`config.mk`:
```
export PLATFORM = sky130hd
export DESIGN_NAME = pwm_multi_channel
export DESIGN_NICKNAME = d
export VERILOG_FILES = /design/src/rtl/pwm_multi_channel.sv
export SDC_FILE = /design/constraint.sdc
export NUM_CORES = 1
export LEC_CHECK = 0
export BUFFER_PORTS_ARGS = -buffer_cell sky130_fd_sc_hd__buf_2
export CORE_ASPECT_RATIO = 0.7
export CORE_MARGIN = 3
export CORE_UTILIZATION = 53
export DETAILED_ROUTE_END_ITERATION = 8
export PLACE_DENSITY = 0.76
export REMOVE_ABC_BUFFERS = 1
export SLEW_MARGIN = 20
export SYNTH_ARGS = -nofsm -noshare
export SYNTH_HDL_FRONTEND = slang
export SYNTH_SLANG_ARGS = --single-unit
```
`constraint.sdc`:
```
create_clock -name clk -period 2.22 [get_ports clk]
set_clock_uncertainty 0.15 [all_clocks]
set_input_delay 0.222 -clock clk [delete_from_list [all_inputs] [get_ports clk]]
set_output_delay 0.222 -clock clk [all_outputs]
set_load 0.005 [all_outputs]
```
`src/rtl/pwm_multi_channel.sv`:
```
// Multi-channel PWM generator. One prescaled period counter (edge- or center-aligned)
// drives CHANNELS comparators, each with a double-buffered duty value.
module pwm_multi_channel #(
  parameter int WIDTH      = 8,
  parameter int CHANNELS   = 2,
  parameter int PRESCALE_W = 16
) (
  input  logic                      clk,
  input  logic                      rst,
  input  logic                      en,
  input  logic                      mode,
  input  logic [PRESCALE_W-1:0]     prescale,
  input  logic [CHANNELS*WIDTH-1:0] duty,
  input  logic                      duty_load,
  output logic [CHANNELS-1:0]       pwm_out,
  output logic                      period_start,
  output logic                      load_pending
);

  localparam logic [WIDTH-1:0] TOP    = {{(WIDTH-1){1'b1}}, 1'b0};
  localparam logic [WIDTH-1:0] TOP_M1 = TOP - 1'b1;
  localparam logic [WIDTH-1:0] ONE    = {{(WIDTH-1){1'b0}}, 1'b1};

  typedef enum logic {DIR_UP, DIR_DOWN} dir_e;

  logic [PRESCALE_W-1:0] pre_cnt_q, pre_cnt_d;
  logic [WIDTH-1:0]      cnt_q, cnt_d;
  dir_e                  dir_q, dir_d;
  logic                  mode_act_q, mode_act_d;
  logic [WIDTH-1:0]      shadow_q [CHANNELS];
  logic [WIDTH-1:0]      shadow_d [CHANNELS];
  logic [WIDTH-1:0]      active_q [CHANNELS];
  logic [WIDTH-1:0]      active_d [CHANNELS];
  logic                  load_pending_q, load_pending_d;
  logic [CHANNELS-1:0]   pwm_out_q, pwm_out_d;
  logic                  period_start_q, period_start_d;
  logic                  tick;
  logic                  boundary;

  always_comb begin
    // NOTE: every signal driven here gets a default first so no path can infer a latch.
    pre_cnt_d      = pre_cnt_q;
    cnt_d          = cnt_q;
    dir_d          = dir_q;
    mode_act_d     = mode_act_q;
    shadow_d       = shadow_q;
    active_d       = active_q;
    load_pending_d = load_pending_q;
    boundary       = 1'b0;
    tick           = en && (pre_cnt_q >= prescale);

    if (en) pre_cnt_d = tick ? '0 : pre_cnt_q + 1'b1;

    if (tick) begin
      if (!mode_act_q) begin
        if (cnt_q == TOP) begin
          cnt_d    = '0;
          boundary = 1'b1;
        end else begin
          cnt_d = cnt_q + 1'b1;
        end
      end else if (dir_q == DIR_UP) begin
        cnt_d = cnt_q + 1'b1;
        if (cnt_q == TOP_M1) dir_d = DIR_DOWN;
      end else begin
        cnt_d = cnt_q - 1'b1;
        if (cnt_q == ONE) begin
          dir_d    = DIR_UP;
          boundary = 1'b1;
        end
      end
    end

    // Commit reads the shadow before any same-cycle load overwrites it.
    if (boundary) begin
      mode_act_d = mode;
      if (mode != mode_act_q) dir_d = DIR_UP;
      if (load_pending_q) begin
        active_d       = shadow_q;
        load_pending_d = 1'b0;
      end
    end

    if (duty_load) begin
      for (int i = 0; i < CHANNELS; i++) shadow_d[i] = duty[i*WIDTH +: WIDTH];
      load_pending_d = 1'b1;
    end

    period_start_d = boundary;
    for (int i = 0; i < CHANNELS; i++) pwm_out_d[i] = en && (cnt_q < active_q[i]);
  end

  // NOTE: state registers use non-blocking assignments so all of them update from the same pre-edge values.
  always_ff @(posedge clk) begin
    if (rst) begin
      pre_cnt_q      <= '0;
      cnt_q          <= '0;
      dir_q          <= DIR_UP;
      mode_act_q     <= 1'b0;
      shadow_q       <= '{default: '0};
      active_q       <= '{default: '0};
      load_pending_q <= 1'b0;
      pwm_out_q      <= '0;
      period_start_q <= 1'b0;
    end else begin
      pre_cnt_q      <= pre_cnt_d;
      cnt_q          <= cnt_d;
      dir_q          <= dir_d;
      mode_act_q     <= mode_act_d;
      shadow_q       <= shadow_d;
      active_q       <= active_d;
      load_pending_q <= load_pending_d;
      pwm_out_q      <= pwm_out_d;
      period_start_q <= period_start_d;
    end
  end

  assign pwm_out      = pwm_out_q;
  assign period_start = period_start_q;
  assign load_pending = load_pending_q;

endmodule

```
==> results of run 1 <==
## worst max-delay path by stage
stage,startpoint,end,slack (ps),depth (start not counted)
6_report,pre_cnt_q[5],cnt_q[5],-100,7
5_1_grt,pre_cnt_q[5],active_q[8],-190,8
4_1_cts,pre_cnt_q[13],cnt_q[6],-80,6
3_5_place_dp,prescale[15],cnt_q[6],-140,8
3_3_place_gp,prescale[15],cnt_q[6],-80,8
2_1_floorplan,pre_cnt_q[13],active_q[0],-610,6
## logic make-up after synthesis
| logic type | Yosys count | synth area share |
|---|---|---|
| AOI/OAI and AO/OA | 59 | 0.1063 |
| xor gates and xnor gates | 19 | 0.04561 |
| adders and majority gates | 35 | 0.1200 |
| buffers and inverters | 61 | 0.06961 |
| DFF | 62 | 0.3402 |
| muxes | 33 | 0.09054 |
| and+or+nand+nor | 163 | 0.2277 |
## registers in the layout, indices dropped and copies added, names as in the netlist
signal	flops
cnt_q	8
load_pending	1
mode_act_q	1
active_q	16
pwm_out	2
pre_cnt_q	16
dir_q	1
period_start	1
shadow_q	16
## where the power goes
part	switching, mW	total [mW]	internal [mW]
Combinational	0.0940	0.202	0.108
Clock	0.451	1.00	0.549
Sequential	0.0124	1.15	1.13
## synth_stat cells (2+ instances only)
cell type / instances / area, um2
a211o_1: 2 / 17.52
a211oi_1: 5 / 37.54
a21o_1: 4 / 30.03
a21oi_1: 16 / 80.08
a31oi_1: 4 / 25.02
a41oi_2: 2 / 32.53
and3_1: 3 / 18.77
buf_2: 5 / 25.02
buf_6: 2 / 22.52
clkbuf_1: 13 / 48.80
dfxtp_1: 62 / 1241
ha_1: 35 / 437.9
inv_1: 39 / 146.4
mux2i_1: 33 / 330.3
nand2_1: 25 / 93.84
nand2b_1: 38 / 237.7
nand3_1: 18 / 90.09
nand4_1: 5 / 31.28
nor2_1: 49 / 183.9
nor3_1: 10 / 50.05
nor4b_1: 2 / 17.52
o21ai_0: 14 / 70.07
o21bai_1: 2 / 15.01
or4_1: 2 / 15.01
xnor2_1: 5 / 43.79
xor2_1: 14 / 122.6
## metal layers
layer | part of all wire | global-route usage | wire, um | up-vias
li1 | - | - | - | 1627
met5 | 0 | 0 | 0 | -
met1 | 0.47 | 0.2889 | 4008 | 1448
met3 | 0.059 | 0.05165 | 503 | 18
met4 | 0.020 | 0.08879 | 172 | 0
met2 | 0.45 | 0.3611 | 3873 | 104
## layout make-up
class | count | area share
repair buffers | 91 | 0.1415
multi-input cells | 309 | 0.4923
well taps | 91 | 0.02443
clock inverters | 5 | 0.01262
clock buffers | 11 | 0.03034
inverters | 39 | 0.03141
flip-flops and latches | 62 | 0.2674
## stage by stage
step                      power [mW]  instances  setup TNS (ps)  hold WS, ps  worst slack (ps)
after floorplan                1.249        410          -10050        135.3            -613.3
after global placement         1.330        573          -255.6        305.3            -80.06
after detailed placement       1.338        573           -1529        312.1            -136.1
after CTS                      2.360        608          -158.2        5.912            -78.18
after global routing           2.455        608           -3677        2.597            -185.7
final                          2.348        608          -868.1        11.01            -97.33
## worst max-delay path: cells and delay by family, from the launching register on
family	cells	cell delay [ps]
DFF	1	350
and+or+nand+nor	1	480
adders and majority gates	1	330
AOI/OAI and AO/OA	5	930
## what timing repair did
| item | 4_1_cts | 5_1_grt |
|---|---|---|
| hold buffers | 16 | 0 |
| endpoints found under the hold margin | 16 | 0 |
| pin swaps | 3 | 7 |
| gates resized for setup | 17 | 17 |
| endpoints found under the setup margin | 27 | 44 |
| setup buffers | 3 | 0 |
==> impl_metrics.tcl, run 1 <==
set metrics [dict create \
    wl_um 8556 \
    reg2regPathDepth 7 \
    setup.worst_path.class "reg -> reg" \
    syn_area_mm2 0.003648 \
    post_dp_cell_area_mm2 0.004120 \
    setup_viol 20 \
    cpPeakStageDelay_ps 480 \
    final_core_util 0.7219 \
    fmax_mhz 431.5 \
    area_delta_synth_final_pct 27.74 \
    antenna_found_initial 0 \
    period_minus_slack_ps 2317 \
    synthFlopType "dfxtp_1" \
    nets 584 \
    fin_ws_ps -97.33 \
    grt_pass1_wl_um 13890 \
    grt_max_degree 35 \
    design_area_mm2 0.004661 \
    yosys_warnings 0 \
    fp.dieW_um 105.2 \
    clkTransAtPathRegs_ps 70 \
    multiInputGateArea_mm2 0.002295 \
    finalHoldViolCount 0 \
    timing.reg2reg.setup_slack_ps -100 \
    ant_nets 0 \
    cts_inserted_buffers 9 \
    p_leak_nw 1.930 \
    wl_per_cell_um 14.07 \
    synth-seq-cells 62 \
    drt_iter0_markers 218 \
    clk_latency_ps 340 \
    cts_max_path_buffers 2 \
    cts_max_level 3 \
    grt_overflow 0 \
    path_cells "ha_1 > a21oi_1 > o21ai_0 > a21oi_4 > o21a_4 > or4_4 > a41oi_2" \
    slew_headroom 0.6486 \
    diodes 0 \
    vias 3197 \
    rsz0062_at_grt "true" \
    synth-edff-count 0 \
    outcome "finished with violations" \
    drive_above_1_share 0.2321 \
    end_kind "register" \
    syn_avg_cell_area_um2 8.446 \
    cp_max_fo 4 \
    async_flop_share 0 \
    dieArea_mm2 0.007931 \
    whs_endpoint "shadow_q[9]" \
    io_pins 41 \
    start_util 0.5651 \
    ys_types 49 \
    maxCapViolations 0 \
    cts_tree "built" \
    r2r_start "pre_cnt_q[5]" \
    port_buffers 40 \
    syn-instance-count 432 \
    crit_slowest_cell "or4_4" \
    worst_pin_slew_ps 519.8 \
    critPathLaunchType "register" \
    fill_cells 478 \
    grt_use_total 0.2208 \
    grt_pass1_vias 3034 \
    clock-sinks 62 \
    critPathRequiredTime_ps 2340 \
    final.period_utilization 1.044 \
    worst_ep_arrival_time_ps 2430 \
    worstHoldPathCells 3 \
    routed_via_density 5.258 \
    maxSlewViolCount 0 \
    regArea_mm2 0.001246 \
    dp_hpwl_um 5934 \
    mostFrequentLayoutCells "dfxtp_1, nor2_1, buf_2" \
    ir_drop_mv 0.4440 \
    min-delay-start "duty[1]" \
    synth.yosys.seq_area_share 0.3402 \
    violations "negative setup slack" \
    first_pass_iters 5 \
    r2r_end "cnt_q[5]" \
    layout_commonest_cell "dfxtp_1" \
    drcViolationCount 0 \
    row_count 24 \
    min-delay-path-class "in -> reg" \
    power_density_mw_per_mm2 503.7 \
    die_height_um 75.42 \
    design.core.area_mm2 0.006456 \
    clock-root-buffer "clkbuf_8" \
    gp_congestion 0.9259 \
]
Power figures use the tool's default switching activity.
==> run 2, diff against run 1 <==
RECOVER_POWER = 25   (was default)
==> run 2 against run 1 <==
  * The run still ends with negative setup slack left
  * Core utilization about the same
  * Via count unchanged
  * Count of clock-buffer cells in the layout unchanged
  * Design area about the same
  * Maximum frequency unchanged
  * Power about the same
  * Non-clock buffer count unchanged
  * Critical path depth unchanged
  * Worst hold slack about the same
  * Critical path type unchanged
  * Largest cell class unchanged
  * Highest routed layer unchanged
==> impl_metrics.tcl, run 2 (same netlist as run 1, synthesis figures left out) <==
set metrics [dict create \
    worstHoldPathCells 3 \
    dp_hpwl_um 5934 \
    outcome "finished with violations" \
    grt_max_degree 35 \
    dieArea_mm2 0.007931 \
    area_delta_synth_final_pct 27.71 \
    p_seq_frac 0.488 \
    grt_pass1_vias 3034 \
    critPathRequiredTime_ps 2340 \
    gp_congestion 0.9259 \
    cp_max_fo 4 \
    diodes 0 \
    setup_viol 20 \
    setup.worst_path.class "reg -> reg" \
    grt_use_total 0.2208 \
    final.period_utilization 1.044 \
    ant_nets 0 \
    p_int_mw 1.791 \
    timing.reg2reg.setup_slack_ps -100 \
    port_buffers 40 \
    critPathLaunchType "register" \
    first_pass_iters 5 \
    clock-sinks 62 \
    routed_via_density 5.258 \
    grt_pass1_wl_um 13890 \
    cts_max_path_buffers 2 \
    pwr-share-clk 0.426 \
    layout_commonest_cell "dfxtp_1" \
    finalHoldViolCount 0 \
    row_count 24 \
    swShare 0.2372 \
    io_pins 41 \
    drcViolationCount 0 \
    wl_per_cell_um 14.07 \
    worst_pin_slew_ps 1260 \
    die_height_um 75.42 \
    fp.dieW_um 105.2 \
    start_util 0.5651 \
    min-delay-path-class "in -> reg" \
    reg2regPathDepth 7 \
    maxCapViolations 0 \
    rsz0062_at_grt "true" \
    design.core.area_mm2 0.006456 \
    cts_max_level 3 \
    antenna_found_initial 0 \
    end_kind "register" \
    nets 584 \
    cts_inserted_buffers 9 \
    power_density_mw_per_mm2 504.0 \
    p_leak_nw 1.927 \
    whs_ps 11.22 \
    violations "negative setup slack" \
    vias 3197 \
    worst_ep_arrival_time_ps 2430 \
    drive_above_1_share 0.2302 \
    drt_iter0_markers 218 \
    dp.cells 573 \
    top_regs "active_q (16), pre_cnt_q (16), shadow_q (16)" \
    clk_latency_ps 340 \
    combPwrFrac 0.086 \
    grt_overflow 0 \
    ir_drop_mv 0.4440 \
    clock-root-buffer "clkbuf_8" \
    slew_headroom 0.1601 \
    fmax_mhz 431.5 \
    mostFrequentLayoutCells "dfxtp_1, nor2_1, inv_1, buf_2, nand2b_1" \
    maxSlewViolCount 0 \
    fin_ws_ps -97.33 \
    stdcell_count 608 \
    clkTransAtPathRegs_ps 70 \
    total_power_mw 2.348 \
    period_minus_slack_ps 2317 \
    wl_um 8557 \
    cts_tree "built" \
    p_switching_mw 0.5570 \
]
[run 2: critical path: stages (launching register included)]
cell	delay (ps)
dfxtp_1	350
ha_1	330
a21oi_1	60
o21ai_0	390
a21oi_4	90
o21a_4	260
or4_4	480
a41oi_2	130
[run 2: what timing repair did]
item / in CTS / in global routing
endpoints found under the hold margin: 16 / 0
hold buffers: 16 / 0
pin swaps: 3 / 7
buffers inserted: 3 / 0
setup endpoints to repair: 27 / 44
resized for setup: 17 / 17
gates cloned: 0 / 0
[run 2: power by group through the flow]
| stage | Sequential [mW] | Combinational [mW] | Clock (mW) |
|---|---|---|---|
| after floorplan | 1.17 | 0.0776 | 0 |
| after global placement | 1.17 | 0.159 | 0 |
| after detailed placement | 1.17 | 0.166 | 0 |
| after CTS | 1.15 | 0.194 | 1.02 |
| after global routing | 1.15 | 0.224 | 1.08 |
| final | 1.15 | 0.202 | 1.00 |
[run 2: worst paths after layout]
| kind | start | to |
|---|---|---|
| setup / recovery | pre_cnt_q[5] | cnt_q[5] |
| hold / removal | duty[1] | shadow_q[9] |
| setup reg to reg | pre_cnt_q[5] | cnt_q[5] |
| hold reg to reg | shadow_q[11] | active_q[11] |
[run 2: cell type report]
class | count | area [um2]
clock inverter | 5 | 58.81
fill | 478 | 1797
multi-input combinational | 309 | 2295
tap | 91 | 113.9
clock buffer | 11 | 141.4
sequential | 62 | 1246
inverter | 39 | 146.4
timing repair buffer | 91 | 658.1
[run 2: metal layers]
metal / vias up / GRT usage / wire length (um)
met5: - / 0 / 0
met4: 0 / 0.08879 / 172
met3: 18 / 0.05165 / 503
met2: 104 / 0.3611 / 3874
met1: 1448 / 0.2889 / 4008
li1: 1627 / - / -
[run 2: through the flow]
step	setup TNS, ps	setup slack [ps]	util	cell area, um2
floorplan	-10050	-613.3	-	3541
global placement	-255.6	-80.06	0.6382	4120
detailed placement	-1529	-136.1	0.6382	4120
CTS	-158.2	-78.18	0.7114	4593
global route	-3681	-185.7	0.7217	4659
finish	-868.1	-97.33	0.7217	4659
